`config.mk`:
```
export PLATFORM = sky130hd
export DESIGN_NAME = seq_shift_add_mult
export DESIGN_NICKNAME = d
export VERILOG_FILES = /design/src/rtl/seq_mult_pkg.sv /design/src/rtl/mult_step.sv /design/src/rtl/seq_shift_add_mult.sv
export SDC_FILE = /design/constraint.sdc
export NUM_CORES = 1
export LEC_CHECK = 0
export CORE_UTILIZATION = 52
export CTS_BUF_LIST = sky130_fd_sc_hd__clkbuf_8
export DETAILED_ROUTE_END_ITERATION = 16
export PLACE_DENSITY = 0.88
export REMOVE_ABC_BUFFERS = 1
export SYNTH_ARGS = -nofsm -noshare
export SYNTH_HDL_FRONTEND = slang
export SYNTH_SLANG_ARGS = --single-unit
```
`constraint.sdc`:
```
create_clock -name clk -period 2.4 [get_ports clk]
set_clock_uncertainty 0.1 [all_clocks]
set_input_delay 0.6 -clock clk [delete_from_list [all_inputs] [get_ports clk]]
set_output_delay 0.6 -clock clk [all_outputs]
set_load 0.01 [all_outputs]
```
`src/rtl/seq_mult_pkg.sv`:
```
// Shared definitions for the sequential shift-and-add multiplier.
//   DEFAULT_WIDTH : default operand width in bits
//   mult_state_e  : controller states (IDLE, CALC, DONE)
package seq_mult_pkg;

    localparam int unsigned DEFAULT_WIDTH = 4;

    typedef enum logic [1:0] {
        IDLE = 2'd0,
        CALC = 2'd1,
        DONE = 2'd2
    } mult_state_e;

endpackage

```
`src/rtl/mult_step.sv`:
```
// One shift-and-add iteration, purely combinational.
//   acc         in  2*WIDTH  running partial-product sum
//   mcand       in  2*WIDTH  multiplicand, already shifted to this bit's weight
//   mplier      in  WIDTH    remaining multiplier bits, current bit at [0]
//   acc_next    out 2*WIDTH  acc plus mcand when mplier[0] is set
//   mcand_next  out 2*WIDTH  multiplicand shifted left by one
//   mplier_next out WIDTH    multiplier shifted right by one
module mult_step
    import seq_mult_pkg::*;
#(
    parameter int unsigned WIDTH = DEFAULT_WIDTH
) (
    input  logic [2*WIDTH-1:0] acc,
    input  logic [2*WIDTH-1:0] mcand,
    input  logic [WIDTH-1:0]   mplier,
    output logic [2*WIDTH-1:0] acc_next,
    output logic [2*WIDTH-1:0] mcand_next,
    output logic [WIDTH-1:0]   mplier_next
);

    // The accumulator is 2*WIDTH wide and the magnitudes are at most WIDTH bits,
    // so this sum can never carry out.
    assign acc_next    = mplier[0] ? (acc + mcand) : acc;
    assign mcand_next  = mcand << 1;
    assign mplier_next = mplier >> 1;

endmodule

```
`src/rtl/seq_shift_add_mult.sv`:
```
// Sequential shift-and-add multiplier, one multiplier bit per cycle, LSB first.
// Signed operands are multiplied as magnitudes and the result negated at the end.
//   clk         in   rising-edge clock
//   rst_n       in   synchronous active-low reset
//   in_valid    in   operands and mode presented
//   in_ready    out  block idle and able to accept operands
//   a, b        in   WIDTH-bit multiplicand and multiplier
//   signed_mode in   1 = two's-complement operands, 0 = unsigned
//   out_valid   out  product valid, held until out_ready
//   out_ready   in   consumer accepts product
//   product     out  registered 2*WIDTH-bit result
module seq_shift_add_mult
    import seq_mult_pkg::*;
#(
    parameter int unsigned WIDTH = DEFAULT_WIDTH
) (
    input  logic                 clk,
    input  logic                 rst_n,
    input  logic                 in_valid,
    output logic                 in_ready,
    input  logic [WIDTH-1:0]     a,
    input  logic [WIDTH-1:0]     b,
    input  logic                 signed_mode,
    output logic                 out_valid,
    input  logic                 out_ready,
    output logic [2*WIDTH-1:0]   product
);

    localparam int unsigned CNT_W = $clog2(WIDTH + 1);
    localparam logic [CNT_W-1:0] LAST_STEP = CNT_W'(WIDTH - 1);

    mult_state_e        state;
    logic [2*WIDTH-1:0] acc;
    logic [2*WIDTH-1:0] mcand;
    logic [WIDTH-1:0]   mplier;
    logic               neg;
    logic [CNT_W-1:0]   cnt;

    logic [2*WIDTH-1:0] acc_step;
    logic [2*WIDTH-1:0] mcand_step;
    logic [WIDTH-1:0]   mplier_step;
    logic [WIDTH-1:0]   a_mag;
    logic [WIDTH-1:0]   b_mag;

    // -(-2^(WIDTH-1)) wraps back to 1000..0, which read as unsigned is the
    // correct magnitude, so the most-negative operand needs no special case.
    assign a_mag = (signed_mode && a[WIDTH-1]) ? -a : a;
    assign b_mag = (signed_mode && b[WIDTH-1]) ? -b : b;

    mult_step #(
        .WIDTH (WIDTH)
    ) u_step (
        .acc         (acc),
        .mcand       (mcand),
        .mplier      (mplier),
        .acc_next    (acc_step),
        .mcand_next  (mcand_step),
        .mplier_next (mplier_step)
    );

    always_ff @(posedge clk) begin
        if (!rst_n) begin
            state   <= IDLE;
            acc     <= '0;
            mcand   <= '0;
            mplier  <= '0;
            neg     <= 1'b0;
            cnt     <= '0;
            product <= '0;
        end else begin
            case (state)
                IDLE: begin
                    if (in_valid) begin
                        mcand  <= {{WIDTH{1'b0}}, a_mag};
                        mplier <= b_mag;
                        acc    <= '0;
                        cnt    <= '0;
                        neg    <= signed_mode & (a[WIDTH-1] ^ b[WIDTH-1]);
                        state  <= CALC;
                    end
                end
                CALC: begin
                    acc    <= acc_step;
                    mcand  <= mcand_step;
                    mplier <= mplier_step;
                    cnt    <= cnt + 1'b1;
                    // Load the product from the final step's sum directly so the
                    // result is visible right after the WIDTH-th CALC edge.
                    if (cnt == LAST_STEP) begin
                        product <= neg ? -acc_step : acc_step;
                        state   <= DONE;
                    end
                end
                DONE: begin
                    if (out_ready) begin
                        state <= IDLE;
                    end
                end
                default: state <= IDLE;
            endcase
        end
    end

    always_comb begin
        in_ready  = (state == IDLE);
        out_valid = (state == DONE);
    end

endmodule

```
==> results of run 1 <==
## repair_timing
item,CTS,global route
pin swaps,0,4
setup buffers,0,4
gates resized for setup,1,14
endpoints found under the setup margin,1,5
## logic make-up after synthesis
group	Yosys count
DFF	34
buffers and inverters	23
AOI/OAI and AO/OA	72
muxes	4
and+or+nand+nor	106
adders and majority gates	13
xor gates and xnor gates	8
## routing by layer
metal	up-vias	routed length (um)	GRT usage (%)
met4	0	200	13.6
met1	990	2240	31.4
met2	120	2620	41.5
met5	-	0	0
li1	1007	-	-
met3	27	409	5.28
## flip-flops by register name, indices dropped and copies added, names as in the netlist
name     flops
mcand        8
neg          1
cnt          3
product      8
state        2
acc          8
mplier       4
## synthesized netlist by cell type (3+ instances only)
cell      number
mux2i_1        4
a211oi_1       3
dfxtp_1       34
xnor2_1        4
nand3_1       17
nor2b_1        3
a31oi_1        9
clkbuf_1      10
nand2_1       29
ha_1          12
nor2_1        28
a22oi_1        3
nand3b_1       6
a21oi_1       31
o21ai_0        5
nand2b_1       7
xor2_1         4
inv_1         10
nor3_1         4
## metrics by stage
| step | instance area [um2] | instances | utilization, % | power [mW] | setup TNS (ns) |
|---|---|---|---|---|---|
| after floorplan | 1990 | 247 | - | 0.707 | -0.0293 |
| final | 2580 | 343 | 69.5 | 1.34 | -0.0113 |
| after detailed placement | 2390 | 332 | 64.2 | 0.791 | 0 |
| after CTS | 2510 | 339 | 67.4 | 1.32 | 0 |
| after global placement | 2390 | 332 | 64.2 | 0.784 | 0 |
| after global routing | 2580 | 343 | 69.5 | 1.39 | -0.0854 |
## critical path, cell delays in order (launching register included)
cell,delay (ns)
dfxtp_1,0.37
ha_2,0.35
o211ai_1,0.38
nor3_1,0.13
or3_1,0.42
and3_4,0.22
o2111ai_1,0.21
nand4_1,0.12
## power groups by stage
| stage | combinational, mW | clock [mW] | sequential, mW |
|---|---|---|---|
| 4_1_cts | 0.186 | 0.543 | 0.595 |
| 6_report | 0.198 | 0.545 | 0.598 |
| 3_3_place_gp | 0.178 | 0 | 0.606 |
| 5_1_grt | 0.216 | 0.571 | 0.599 |
| 2_1_floorplan | 0.102 | 0 | 0.606 |
| 3_5_place_dp | 0.184 | 0 | 0.607 |
## worst min-delay path by stage
stage	to	slack, ns	depth (start not counted)
5_1_grt	product[5]$_SDFFE_PN0P_	0.39	2
6_report	product[3]$_SDFFE_PN0P_	0.36	2
4_1_cts	product[3]$_SDFFE_PN0P_	0.36	2
3_5_place_dp	product[3]$_SDFFE_PN0P_	0.35	2
3_3_place_gp	mplier[2]$_SDFFE_PN0P_	0.34	2
2_1_floorplan	mplier[2]$_SDFFE_PN0P_	0.33	2
## cell type report
type	instances	area, um2	share of cell area (%)
Sequential cell	34	687	26.6
Clock inverter	1	30.0	1.16
Multi-Input combinational cell	203	1320	51.2
Timing Repair Buffer	41	363	14.1
Tap cell	48	60.1	2.33
Inverter	10	37.5	1.45
Clock buffer	6	82.6	3.20
==> summary.txt, run 1 <==
Fraction of registers with async set/reset = 0%
Slew headroom = 73.9%
Share of cells above drive strength 1 = 15.3%
Leak = 0.954 nW
Final Hold Viols = 0
Largest net degree at the start of global routing = 24
Cell Int Power = 0.997 mW
Synth top area share = 33.1%
Most common cell after layout, fill and taps aside = a21oi_1
Initial DRC Count = 274
Pre-CTS setup slack = 0.0289 ns
Status = complete, but fails checks
Flop pwr share = 44.6%
Number of synthesis warnings = 0
Xor-xnor portion of the synthesized cell area = 3.40%
Worst setup margin = -0.0113 ns
Final period utilization = 100%
Multiplexer share of the synthesized area = 1.95%
Synth Area in Simple Gates = 25.9%
Crit path max fanout = 6
Routed len/inst = 16.0 um
DRC Markers = 0
Fill cells = 298
Worst Path Required = 2.47 ns
Clk buf depth = 2
Min Clock Period, post-route = 2.41 ns
Vias per cell = 6.25
Chip Height = 64.9 um
Switching power total = 0.345 mW
Post-Syn Instances = 260
Layout area overhead = 25.5%
Detailed Place HPWL = 3510 um
Arr. time, crit path = 2.48 ns
Post-synthesis compound-gate area fraction = 22.4%
Max Clk Rate = 415 MHz
HP Class = register to register
Syn Area/Cell = 7.92 um2
Main combinational cell family by area after synthesis = simple AND/OR/NAND/NOR gates
Synth area leader = dfxtp_1
Commonest non-fill, non-tap cells in the layout = 30 x a21oi_1, 29 x nand2_1, 29 x dfxtp_1, 28 x nor2_1, 22 x clkdlybuf4s50_1
CORE AREA = 3720 um2
Final ANT Viol Nets = 0
Ys flop type = dfxtp_1
Initial Util = 55.4%
Switching share of power = 25.7%
Initial antenna violation count = 0
RD Place Congestion = 0.996
# port buffers = 22
Critical path launch point = acc[2]$_SDFFE_PN0P_
Adder-cell share of the synthesized area = 8.27%
TritonCTS clock tree = yes
Site Rows = 22
Synth area leaders = dfxtp_1 33%, a21oi_1 7.5%, ha_1 7.3%, nand2_1 5.3%, nor2_1 5.1%
CTS clock-pin slew for the worst setup and hold paths = 0.07 ns
Critical Path Sink = product[7]$_SDFFE_PN0P_
Reg2Reg Depth = 7
# IOs = 23
Worst-Skew Late Latency = 0.29 ns
Worst setup SP type = register
Seq/Total Area, Yosys = 33.1%
Synth Cell Area = 2060 um2
Violated checks = setup timing
R2r setup slk = -0.01 ns
Distinct cells, synth = 46
Total track usage = 25.6%
Die area = 4210 um2
First-pass GRT wire length = 8310 um
Kind of critical path = register to register
DRT Wirelength = 5470 um
Worst R2R Start = acc[2]$_SDFFE_PN0P_
PD cells = 519 nW/um2
Die X = 64.9 um
Final Hold Slack = 0.356 ns
Number of max-cap violations = 0
Kind of end point of the critical path = register
Final Max Tran Viols = 0
Vias in the first global route = 1923
Final setup violation count = 1
Clock power share = 40.6%
Ant diodes = 0
Slew @ Worst Pin = 0.392 ns
# clock sinks = 34
Routed via count = 2144
Number of synthesized flops with an enable pin = 0
Cts bufs inserted = 5
Remaining global-route overflow = 0
CTS root buf = clkbuf_8
Logic pwr share = 14.8%
H-tree levels = 2
Worst flop-to-flop path endpoint = product[7]$_SDFFE_PN0P_
VDD IR max = 0.341 mV
First-pass detailed-route iteration total = 5
Post-CTS Hold Fix Bufs = 0
HP Start = product[3]$_SDFFE_PN0P_
Synth Register Bits = 34
# nets final = 321
Note: power is estimated with default switching activity, not from simulation.
==> run 2, diff against run 1 <==
--- a/config.mk
+++ b/config.mk
@@ -5,10 +5,12 @@
 export SDC_FILE = /design/constraint.sdc
 export NUM_CORES = 1
 export LEC_CHECK = 0
-export CORE_UTILIZATION = 52
-export CTS_BUF_LIST = sky130_fd_sc_hd__clkbuf_8
+export CELL_PAD_IN_SITES_DETAIL_PLACEMENT = 0
+export CELL_PAD_IN_SITES_GLOBAL_PLACEMENT = 1
+export CORE_MARGIN = 2
+export CORE_UTILIZATION = 37
 export DETAILED_ROUTE_END_ITERATION = 16
-export PLACE_DENSITY = 0.88
+export PLACE_DENSITY = 0.85
 export REMOVE_ABC_BUFFERS = 1
 export SYNTH_ARGS = -nofsm -noshare
 export SYNTH_HDL_FRONTEND = slang
==> run 2 against run 1 <==
The flow now finishes without violations. Non-clock buffer count fell by 2. Flip-flop and latch count unchanged. Clock-buffer cell count stayed put. Sequential power hardly changed. Largest cell class unchanged. Largest power group unchanged. Highest routed layer unchanged.
==> summary.txt, run 2 (synthesis results as in run 1) <==
Status = completed
DRC Markers = 0
Most common cell after layout, fill and taps aside = nand2_1
Slew headroom = 75.0%
RSZ-0062 raised after global routing = no
Final Hold Viols = 0
Kind of end point of the critical path = register
Logic pwr share = 15.5%
Final ANT Viol Nets = 0
Power Total = 1.23 mW
Worst Path Required = 2.53 ns
Fill cells = 540
Leak = 0.934 nW
Post-route cell area = 2600 um2
Cts bufs inserted = 5
Final setup violation count = 0
CP cell instances = ha_4, fa_2, mux2i_2, ha_2, inv_1, o41ai_2, xor2_1, nand2_1, a21oi_2
Site Rows = 27
Ant diodes = 0
Pre-CTS setup slack = 0.0321 ns
Final period utilization = 94.5%
Routed via count = 1935
Vias per cell = 5.29
Worst-Skew Late Latency = 0.29 ns
Initial antenna violation count = 0
Clk buf depth = 2
Post-CTS Hold Fix Bufs = 0
Number of max-cap violations = 0
Cell Int Power = 0.894 mW
Slowest-stage cell, CP = fa_2
Share of cells above drive strength 1 = 16.3%
Min Clock Period, post-route = 2.27 ns
CP max stage delay = 0.43 ns
Total track usage = 16.4%
Initial Util = 37.8%
H-tree levels = 2
Worst setup margin = 0.131 ns
First-pass detailed-route iteration total = 4
Post-CTS Setup Inserts = 0
Area after DPL = 2430 um2
Non-Filler Instances = 366
CORE AREA = 5440 um2
Largest net degree at the start of global routing = 23
Layout area overhead = 26.2%
HP Class = register to register
# IOs = 23
Detailed Place HPWL = 3390 um
Chip Height = 78.6 um
DRT Wirelength = 4720 um
Switching power total = 0.340 mW
Max Clk Rate = 441 MHz
Flop pwr share = 48.2%
Commonest non-fill, non-tap cells in the layout = 29 x nand2_1, 28 x nor2_1, 28 x a21oi_1, 28 x dfxtp_1, 22 x clkdlybuf4s50_1
# port buffers = 22
Die X = 78.6 um
First-pass GRT wire length = 8060 um
Switching share of power = 27.5%
Slew @ Worst Pin = 0.369 ns
TritonCTS clock tree = yes
PD cells = 475 nW/um2
VDD IR max = 0.181 mV
Top flop regs = acc: 8 flops, mcand: 8 flops, product: 8 flops
Remaining global-route overflow = 0
Vias in the first global route = 1814
Crit path max fanout = 3
Arr. time, crit path = 2.40 ns
Cell count after placement = 358
Kind of critical path = register to register
CTS root buf = clkbuf_8
Final Max Tran Viols = 0
Initial DRC Count = 84
Clock power share = 36.3%
Worst setup SP type = register
Die area = 6180 um2
# nets final = 319
Final Hold Slack = 0.348 ns
Routed len/inst = 12.9 um
CTS clock-pin slew for the worst setup and hold paths = 0.07 ns
# clock sinks = 34
RD Place Congestion = 0.818
## run 2: layout make-up
cell class                 instances  area, um2  share of cell area, %
clock buffer                       6       82.6                   3.18
clock inverter                     2       12.5                  0.482
inverter                          10       37.5                   1.45
multi-input combinational        203       1340                   51.4
sequential                        34        691                   26.6
tap                               72       90.1                   3.47
timing repair buffer              39        348                   13.4
## run 2: timing repair
| action | 4_1_cts | 5_1_grt |
|---|---|---|
| endpoints found under the setup margin | 0 | 6 |
| gates resized for setup | 0 | 20 |
| hold endpoints to repair | 0 | 0 |
## run 2: per-stage QoR
stage	utilization (%)	setup TNS (ns)
2_1_floorplan	-	-0.0293
3_3_place_gp	44.7	0
3_5_place_dp	44.7	0
4_1_cts	46.4	0
5_1_grt	47.8	0
6_report	47.8	0
## run 2: metal layers
layer	share of wire [%]	track usage, %
met3	3.0	3.91
met1	51	20.2
met4	1.7	7.02
met5	0	0
met2	45	27.1
## run 2: path summary, 6_finish.rpt
| check | startpoint | end | slack, ns | cells past startpoint |
|---|---|---|---|---|
| setup / recovery | mcand[0]$_SDFFE_PN0P_ | product[4]$_SDFFE_PN0P_ | 0.13 | 9 |
| hold / removal | product[3]$_SDFFE_PN0P_ | product[3]$_SDFFE_PN0P_ | 0.35 | 2 |
| setup reg to reg | mcand[0]$_SDFFE_PN0P_ | product[4]$_SDFFE_PN0P_ | 0.13 | 9 |
| hold reg to reg | product[3]$_SDFFE_PN0P_ | product[3]$_SDFFE_PN0P_ | 0.35 | 2 |
## run 2: critical path: cells and delay by family (launching register included)
kind                     cells  cell delay [ns]
AND/OR/NAND/NOR              1             0.09
multiplexers                 1             0.18
adder cells (fa/ha/maj)      3             0.80
buffers and inverters        1             0.04
XOR/XNOR                     1             0.19
flip-flops                   1             0.36
AO/OA/AOI/OAI                2             0.44
## run 2: power by group through the flow
| stage | Sequential [mW] | Combinational, mW | Clock, mW |
|---|---|---|---|
| 2_1_floorplan | 0.606 | 0.102 | 0 |
| 3_3_place_gp | 0.607 | 0.186 | 0 |
| 3_5_place_dp | 0.607 | 0.186 | 0 |
| 4_1_cts | 0.594 | 0.187 | 0.461 |
| 5_1_grt | 0.597 | 0.213 | 0.491 |
| 6_report | 0.595 | 0.191 | 0.448 |
==> run 3, diff against run 2 <==
--- a/config.mk
+++ b/config.mk
@@ -8,9 +8,9 @@
 export CELL_PAD_IN_SITES_DETAIL_PLACEMENT = 0
 export CELL_PAD_IN_SITES_GLOBAL_PLACEMENT = 1
 export CORE_MARGIN = 2
-export CORE_UTILIZATION = 37
+export CORE_UTILIZATION = 41
 export DETAILED_ROUTE_END_ITERATION = 16
-export PLACE_DENSITY = 0.85
+export PLACE_DENSITY_LB_ADDON = 0.2
 export REMOVE_ABC_BUFFERS = 1
 export SYNTH_ARGS = -nofsm -noshare
 export SYNTH_HDL_FRONTEND = slang
==> constraint.sdc (replaced) <==
create_clock -name clk -period 2.2 [get_ports clk]
set_clock_uncertainty 0.1 [all_clocks]
set_input_delay 0.55 -clock clk [delete_from_list [all_inputs] [get_ports clk]]
set_output_delay 0.55 -clock clk [all_outputs]
set_load 0.01 [all_outputs]
==> run 3 against run 2 <==
The run now ends with setup timing left. Flip-flop and latch count unchanged. Largest cell class unchanged. Maximum frequency grew 1.7%. Via count increased by 2.1%. First-iteration DRC count grew 29%. Sequential power increased by 9.4%. Critical path depth decreased by 1. Wire length up 12%. Register-to-register slack worse by 0.16 ns. Die area decreased by 9.3%. Non-clock buffer count is 14 higher.
==> summary.txt, run 3 (synthesis results as in run 1) <==
Status = complete, but fails checks
Violated checks = setup timing
Top flop regs = acc: 8 flops, mcand: 8 flops, product: 8 flops
Met2 Usage GRT = 31.4%
TritonCTS clock tree = yes
Final Hold Viols = 0
Post-route cell area = 2780 um2
DRC Markers = 0
Final ANT Viol Nets = 0
PD cells = 492 nW/um2
Crit path max fanout = 3
Kind of critical path = register to register
Worst setup margin = -0.0303 ns
Initial DRC Count = 108
CP cell instances = ha_4, fa_2, xnor2_1, a21o_1, and3_1, and2_4, a2111o_1, nand4_1
RSZ-0062 raised after global routing = yes
Area after DPL = 2520 um2
# IOs = 23
CTS root buf = clkbuf_8
Layout area overhead = 35.1%
Chip Height = 74.9 um
# port buffers = 22
Slew headroom = 74.2%
Initial Util = 43.0%
CP top delay family = compound AO/OA/AOI/OAI gates
CP bufs+invs = 0
Power Total = 1.37 mW
Die X = 74.9 um
Leak = 1.00 nW
Worst Path Required = 2.33 ns
Routed via count = 1976
Max Clk Rate = 448 MHz
Pre-CTS setup slack = -0.171 ns
Share of cells above drive strength 1 = 22.4%
Final period utilization = 101%
CORE AREA = 4790 um2
Slew @ Worst Pin = 0.381 ns
Vias in the first global route = 1765
Cell count after placement = 364
HP Class = register to register
# clock sinks = 34
Met1 usage = 26.6%
Most common cell after layout, fill and taps aside = buf_4
First-pass detailed-route iteration total = 4
Met3 usage = 4.02%
RD Place Congestion = 0.847
Fin util = 58.1%
Remaining global-route overflow = 0
Post-CTS Hold Fix Bufs = 0
First-pass GRT wire length = 8420 um
H-tree levels = 2
Worst setup SP type = register
Vias per cell = 5.27
Worst-Skew Late Latency = 0.29 ns
Commonest non-fill, non-tap cells in the layout = 30 x buf_4, 29 x nand2_1, 28 x nor2_1, 28 x a21oi_1, 28 x dfxtp_1
Site Rows = 25
Ant diodes = 0
Cts bufs inserted = 5
Min Clock Period, post-route = 2.23 ns
# nets final = 333
VDD IR max = 0.277 mV
Die area = 5600 um2
DRT Wirelength = 5260 um
Non-Filler Instances = 375
Routed len/inst = 14.0 um
Clk buf depth = 2
Initial antenna violation count = 0
Arr. time, crit path = 2.36 ns
CP max stage delay = 0.40 ns
CTS clock-pin slew for the worst setup and hold paths = 0.07 ns
Kind of end point of the critical path = register
Slowest-stage cell, CP = a2111o_1
Number of max-cap violations = 0
GRT Max-Usage Layer = met2
Detailed Place HPWL = 3590 um
Largest net degree at the start of global routing = 33
Final Max Tran Viols = 0
Total track usage = 19.7%
Final setup violation count = 1
## run 3: timing repair
item                                    4_1_cts  5_1_grt
endpoints found under the hold margin         0        0
pin swaps                                     5        7
buffers inserted                              1        2
endpoints found under the setup margin        4        5
resized for setup                             9       22
## run 3: path summary, 6_finish.rpt
| kind | to | slack (ns) | start | depth (start not counted) |
|---|---|---|---|---|
| max reg2reg | product[7]$_SDFFE_PN0P_ | -0.03 | acc[0]$_SDFFE_PN0P_ | 8 |
| min | product[1]$_SDFFE_PN0P_ | 0.35 | product[1]$_SDFFE_PN0P_ | 2 |
| max | product[7]$_SDFFE_PN0P_ | -0.03 | acc[0]$_SDFFE_PN0P_ | 8 |
| min reg2reg | product[1]$_SDFFE_PN0P_ | 0.35 | product[1]$_SDFFE_PN0P_ | 2 |
## run 3: layout make-up
type,count,area [um2]
Clock buffer,7,86.3
Clock inverter,1,5.00
Fill cell,479,2000
Inverter,10,37.5
Multi-Input combinational cell,203,1420
Sequential cell,34,688
Tap cell,67,83.8
Timing Repair Buffer,53,465
## run 3: where the power goes
group / switching (mW) / internal (mW) / leakage [nW]
registers: 0.0182 / 0.632 / 0.278
logic: 0.127 / 0.109 / 0.673
clock network: 0.230 / 0.252 / 0.0482
## run 3: layer usage
layer  vias to the layer above  part of all wire (%)
met5                         -                     0
met4                         0                   1.2
met3                         5                   3.5
met2                        34                    47
met1                       901                    48
li1                       1036                     -
## run 3: through the flow
stage                     TNS [ns]  hold slack, ns
after detailed placement    -0.434           0.345
after global placement      -0.182           0.341
after floorplan             -0.296           0.332
after CTS                        0           0.354
after global routing        -0.300           0.370
final                      -0.0303           0.352
## run 3: tightest hold or removal path: stages (launching register included)
cell and delay (ns):
dfxtp_1 0.31, nand2_1 0.05, a21oi_1 0.05
==> patch 1, RTL diff (settings of run 2) <==
Set the package constant `DEFAULT_WIDTH` to 8 (it was 4).
--- a/src/rtl/seq_mult_pkg.sv
+++ b/src/rtl/seq_mult_pkg.sv
@@ -5,3 +5,3 @@
 
-    localparam int unsigned DEFAULT_WIDTH = 4;
+    localparam int unsigned DEFAULT_WIDTH = 8;
 
Ports: changed (resized a, b and product); port bits go from 23 to 39. The function was not compared with the original's and may differ.
==> patch 1 against run 2 <==
The flow now finishes with violations (setup timing); power grew 120%; worst setup slack lost 840 ps; routed wire length grew 130%; synthesized area grew 92%; worst hold slack gained 3.7 ps; sequential cell count grew 29; cell area grew 120%; global-route usage grew 3.6 points; critical endpoint is now product[15]$_SDFFE_PN0P_; largest power group is now clock.
==> patch 1: results (changes against run 2) <==
cells_and_area:
  drive_above_1_share: 0.291  # +0.127
  fin_nets: 662  # +110%
  top_regs: "acc: 16 flops, mcand: 16 flops, product: 16 flops"
timing:
  fin_ws_ps: -708  # -839 ps
  setup_viol: 16  # +16
  fin_setup_tns_ps: -5810  # -5810 ps
setup_path:
  crit_path_max_incr_delay_ps: 570  # +140 ps
  arrival_ps: 3310  # +910 ps
  worst-r2r-cell-count: 10  # +1
  critPathMaxFanout: 5  # +2
outcome:
  outcome: "complete, but fails checks"
  failed_checks: "setup timing"
detailed_routing:
  wl_um: 11000  # +130%
  via_count: 4105  # +110%
  drt-initial-drc-count: 160  # +90%
global_routing:
  gr-usage-all-layers: 0.199  # +0.0358
  first_global_vias: 4059  # +120%
  grt_pass1_wl_um: 18500  # +130%
pwr:
  internal_power_mw: 1.97  # +120%
clock_tree:
  clock_latency_ps: 360  # +70 ps
  h-tree-depth: 3  # +1
  cts_buffers: 9  # +4
placed_design:
  post-dp-hpwl_um: 7750  # +130%
  routabilityCongestion: 0.865  # +5.7%
  portBuffers: 38  # +73%
yosys:
  synth.area.top_cells: "dfxtp_1 (32%), a21oi_1 (6.7%), nand2_1 (6.2%), ha_1 (6.0%), nor2_1 (4.5%)"
  seq_area_frac_synth: 0.319  # -0.0118
  ys_types: 61  # +33%
patch 1: changes by cell type in the layout (fill, tap and decap cells not counted), sizes merged, moves of 11 or more:
| cell | change |
|---|---|
| a21oi | +23 |
| a22oi | +11 |
| buf | +77 |
| clkdlybuf4s50 | +16 |
| dfxtp | +29 |
| nand2 | +36 |
| nand3 | +17 |
| nor2 | +19 |
| o21ai | +21 |
| xor2 | +13 |
patch 1: worst min-delay path: stages (launching register included):
cell	delay (ps)
dfxtp_1	320
nand2_1	50
a21oi_1	50
patch 1: kinds of logic (layout without fill, tap and decap cells):
group                    count (synthesis)  count (layout)  synth area share
AO/OA/AOI/OAI                          153             153             0.258
adder cells (fa/ha/maj)                 20              20            0.0652
buffers and inverters                   45             160            0.0430
XOR/XNOR                                28              28            0.0620
flip-flops                              63              63             0.319
AND/OR/NAND/NOR                        196             196             0.237
multiplexers                             6               6            0.0164
patch 1: worst paths after layout:
kind / to / from / slack [ps]
setup / recovery: product[15]$_SDFFE_PN0P_ / acc[4]$_SDFFE_PN0P_ / -710
hold / removal: mplier[2]$_SDFFE_PN0P_ / mplier[3]$_SDFFE_PN0P_ / 350
setup reg to reg: product[15]$_SDFFE_PN0P_ / acc[4]$_SDFFE_PN0P_ / -710
hold reg to reg: mplier[2]$_SDFFE_PN0P_ / mplier[3]$_SDFFE_PN0P_ / 350
patch 1: through the flow:
step,hold slack [ps],cells,worst slack (ps),area (um2),util
after floorplan,332,478,-777,3830,-
after global placement,336,734,-794,5040,0.486
after detailed placement,343,734,-902,5040,0.486
after CTS,353,760,-675,5580,0.538
after global routing,375,762,-822,5780,0.557
final,351,762,-708,5780,0.557
patch 1: what timing repair did:
action / in CTS / in global routing
setup buffers: 17 / 4
gates cloned: 0 / 0
setup endpoints to repair: 21 / 21
gates resized for setup: 58 / 35
pin swaps: 41 / 26
patch 1: layout make-up:
cell class	count	area, um2
Clock buffer	9	124
Clock inverter	7	120
Fill cell	944	4590
Inverter	12	45.0
Multi-Input combinational cell	403	2880
Sequential cell	63	1270
Tap cell	136	170
Timing Repair Buffer	132	1160
patch 1: power groups by stage:
| stage | sequential, mW | combinational, mW | clock, mW |
|---|---|---|---|
| global placement | 1.12 | 0.386 | 0 |
| detailed placement | 1.12 | 0.394 | 0 |
| CTS | 1.10 | 0.423 | 1.16 |
| floorplan | 1.12 | 0.194 | 0 |
| finish | 1.10 | 0.445 | 1.15 |
| global route | 1.10 | 0.486 | 1.21 |
patch 1: per-layer routing:
metal | up-vias | track usage | part of all wire | wire (um)
li1 | 2063 | - | - | -
met2 | 94 | 0.333 | 0.48 | 5260
met1 | 1936 | 0.256 | 0.46 | 5080
met4 | 0 | 0.0678 | 0.012 | 136
met5 | - | 0 | 0 | 0
met3 | 12 | 0.0406 | 0.049 | 540
==> patch 2, RTL diff (config.mk and constraints of run 2) <==
Made on the original files. Make the reset (`rst_n`) asynchronous in one clocked block. Comments in the files are not updated.
--- a/src/rtl/seq_shift_add_mult.sv
+++ b/src/rtl/seq_shift_add_mult.sv
@@ -60,3 +60,3 @@
 
-    always_ff @(posedge clk) begin
+    always_ff @(posedge clk or negedge rst_n) begin
         if (!rst_n) begin
Function: differs if rst_n is asserted again (counterexample within 4 cycles, from zero or initial values and one cycle with rst_n low); with rst_n held inactive, the same outputs for 10 cycles.
==> patch 2 against run 2 <==
Sequential share of layout area is 5.7 points higher; synthesized area up 1.4%; die area up 1.3%; cell area is 1.5% higher; sequential cell count did not move; worst setup slack lost 100 ps; critical path depth unchanged; routed wire length fell by 6.1%; critical path type unchanged; critical endpoint is now product[7]$_DFFE_PN0P_; highest routed layer unchanged.
Power is not compared: it rests on default switching activity, and its combinational part moved more than twofold at a synthesized area within 25%.
==> patch 2: results (changes against run 2) <==
placed_design:
  routabilityCongestion: 0.745  # -8.9%
  post-dp-hpwl_um: 3180  # -6.2%
  preCtsSetupSlack_ps: -3.37  # -35.5 ps
  place_area_mm2: 0.00242  # -0.26%
cells_and_area:
  syn_to_final_growth_pct: 26.3  # about the same
  fin_nets: 282  # -12%
  buffer_area_frac: 0.129  # -0.00482
  buffers_excl_clock: 38  # -2.6%
  multi_input_cells: 168  # -17%
  final-clk-cell-share: 0.0541  # +0.0175
  fill_cells: 545  # +0.93%
  multi_input_area_share: 0.447  # -0.0674
  seq_share: 0.323  # +0.0568
  drive_above_1_share: 0.167  # +0.00405
  nNonClkInverters: 9  # -1
yosys:
  synth.area.top_cells: "dfrtp_1 (41%), ha_1 (7.2%), o21ai_0 (6.5%), nand2_1 (6.1%), xnor2_1 (4.2%)"
  synth-main-ff-cell: "dfrtp_1"
  seq_area_frac_synth: 0.408  # +0.0770
  async_flop_share: 1.00  # +1.00
  synthMuxAreaShare: 0.0324  # +0.0129
  ys_types: 43  # -6.5%
  yosys.area_share.adder: 0.0815  # -0.00114
  synth-xor-area-share: 0.0462  # +0.0121
  synth_common_cells: "dfrtp_1 (34), nand2_1 (34), o21ai_0 (27)"
  synthesis.area_mm2: 0.00209  # +1.4%
  synth_compound_area_frac: 0.191  # -0.0331
timing:
  worst_pin_slew_ps: 894  # +525 ps
global_routing:
  met1_usage: 0.188  # -0.0143
  use_met3: 0.0420  # +0.00296
  grt_pass1_wl_um: 7380  # -8.5%
  grt_util_met2: 0.259  # -0.0116
  first_global_vias: 1615  # -11%
  gr-usage-all-layers: 0.152  # -0.0114
  grt_max_degree: 35  # +52%
detailed_routing:
  wl_met2_um: 2210  # +4.6%
  wl_met3_um: 175  # +25%
  via_count: 1732  # -10%
  wl_um: 4430  # -6.1%
  wl_met1_um: 2000  # -16%
  drt-initial-drc-count: 94  # +12%
clock_tree:
  clock_latency_ps: 290  # about the same
  cts_num_sinks: 34  # unchanged
  root_buffer: "clkbuf_8"
  h-tree-depth: 2  # unchanged
  cts.repair.resized: 3  # +3
  cts_buffers: 5  # unchanged
setup_path:
  slowest_stage: "dfrtp_1"
  arrival_ps: 2440  # +40 ps
pwr:
  peakVddDrop_uv: 797
outcome:
  outcome: "complete, no violations"
job:
  max_cap_viol_count: 0  # unchanged
patch 2: cell types whose count changed in the layout (fill, tap and decap cells not counted), sizes merged, moves of 8 or more:
cell,delta
dfrtp,+34
dfxtp,-34
o21ai,+29
a21oi,-26
nor2,-21
a31oi,-8
patch 2: stage by stage:
step	power, mW	TNS [ps]	cells	util	hold WS [ps]
after floorplan	2.25	0	211	-	204
after global placement	2.89	0	320	0.443	364
after detailed placement	2.93	-3.37	320	0.443	375
after CTS	3.65	0	328	0.472	393
after global routing	4.01	-75.2	329	0.482	413
final	3.73	0	329	0.482	384
patch 2: path summary, 6_finish.rpt:
check	start	slack (ps)	to	depth (start not counted)
worst max register to register	mcand[0]$_DFFE_PN0P_	30	product[7]$_DFFE_PN0P_	9
max in group asynchronous	rst_n	1280	mcand[3]$_DFFE_PN0P_	2
worst min register to register	product[4]$_DFFE_PN0P_	380	product[4]$_DFFE_PN0P_	2
worst min-delay path	product[4]$_DFFE_PN0P_	380	product[4]$_DFFE_PN0P_	2
min in group asynchronous	rst_n	620	product[7]$_DFFE_PN0P_	2
worst max-delay path	mcand[0]$_DFFE_PN0P_	30	product[7]$_DFFE_PN0P_	9
patch 2: worst max-delay path: cells and delay by family, from the launching register on:
kind | cells | cell delay (ps)
DFF | 1 | 420
and+or+nand+nor | 3 | 390
adders and majority gates | 2 | 600
xor gates and xnor gates | 1 | 150
AOI/OAI and AO/OA | 3 | 580
patch 2: power by group through the flow:
stage          Clock, mW  Combinational [mW]  Sequential [mW]
2_1_floorplan          0                1.24             1.01
3_3_place_gp           0                1.92            0.976
3_5_place_dp           0                1.95            0.982
4_1_cts            0.682                1.99            0.977
5_1_grt            0.702                2.29             1.02
6_report           0.673                2.07            0.982
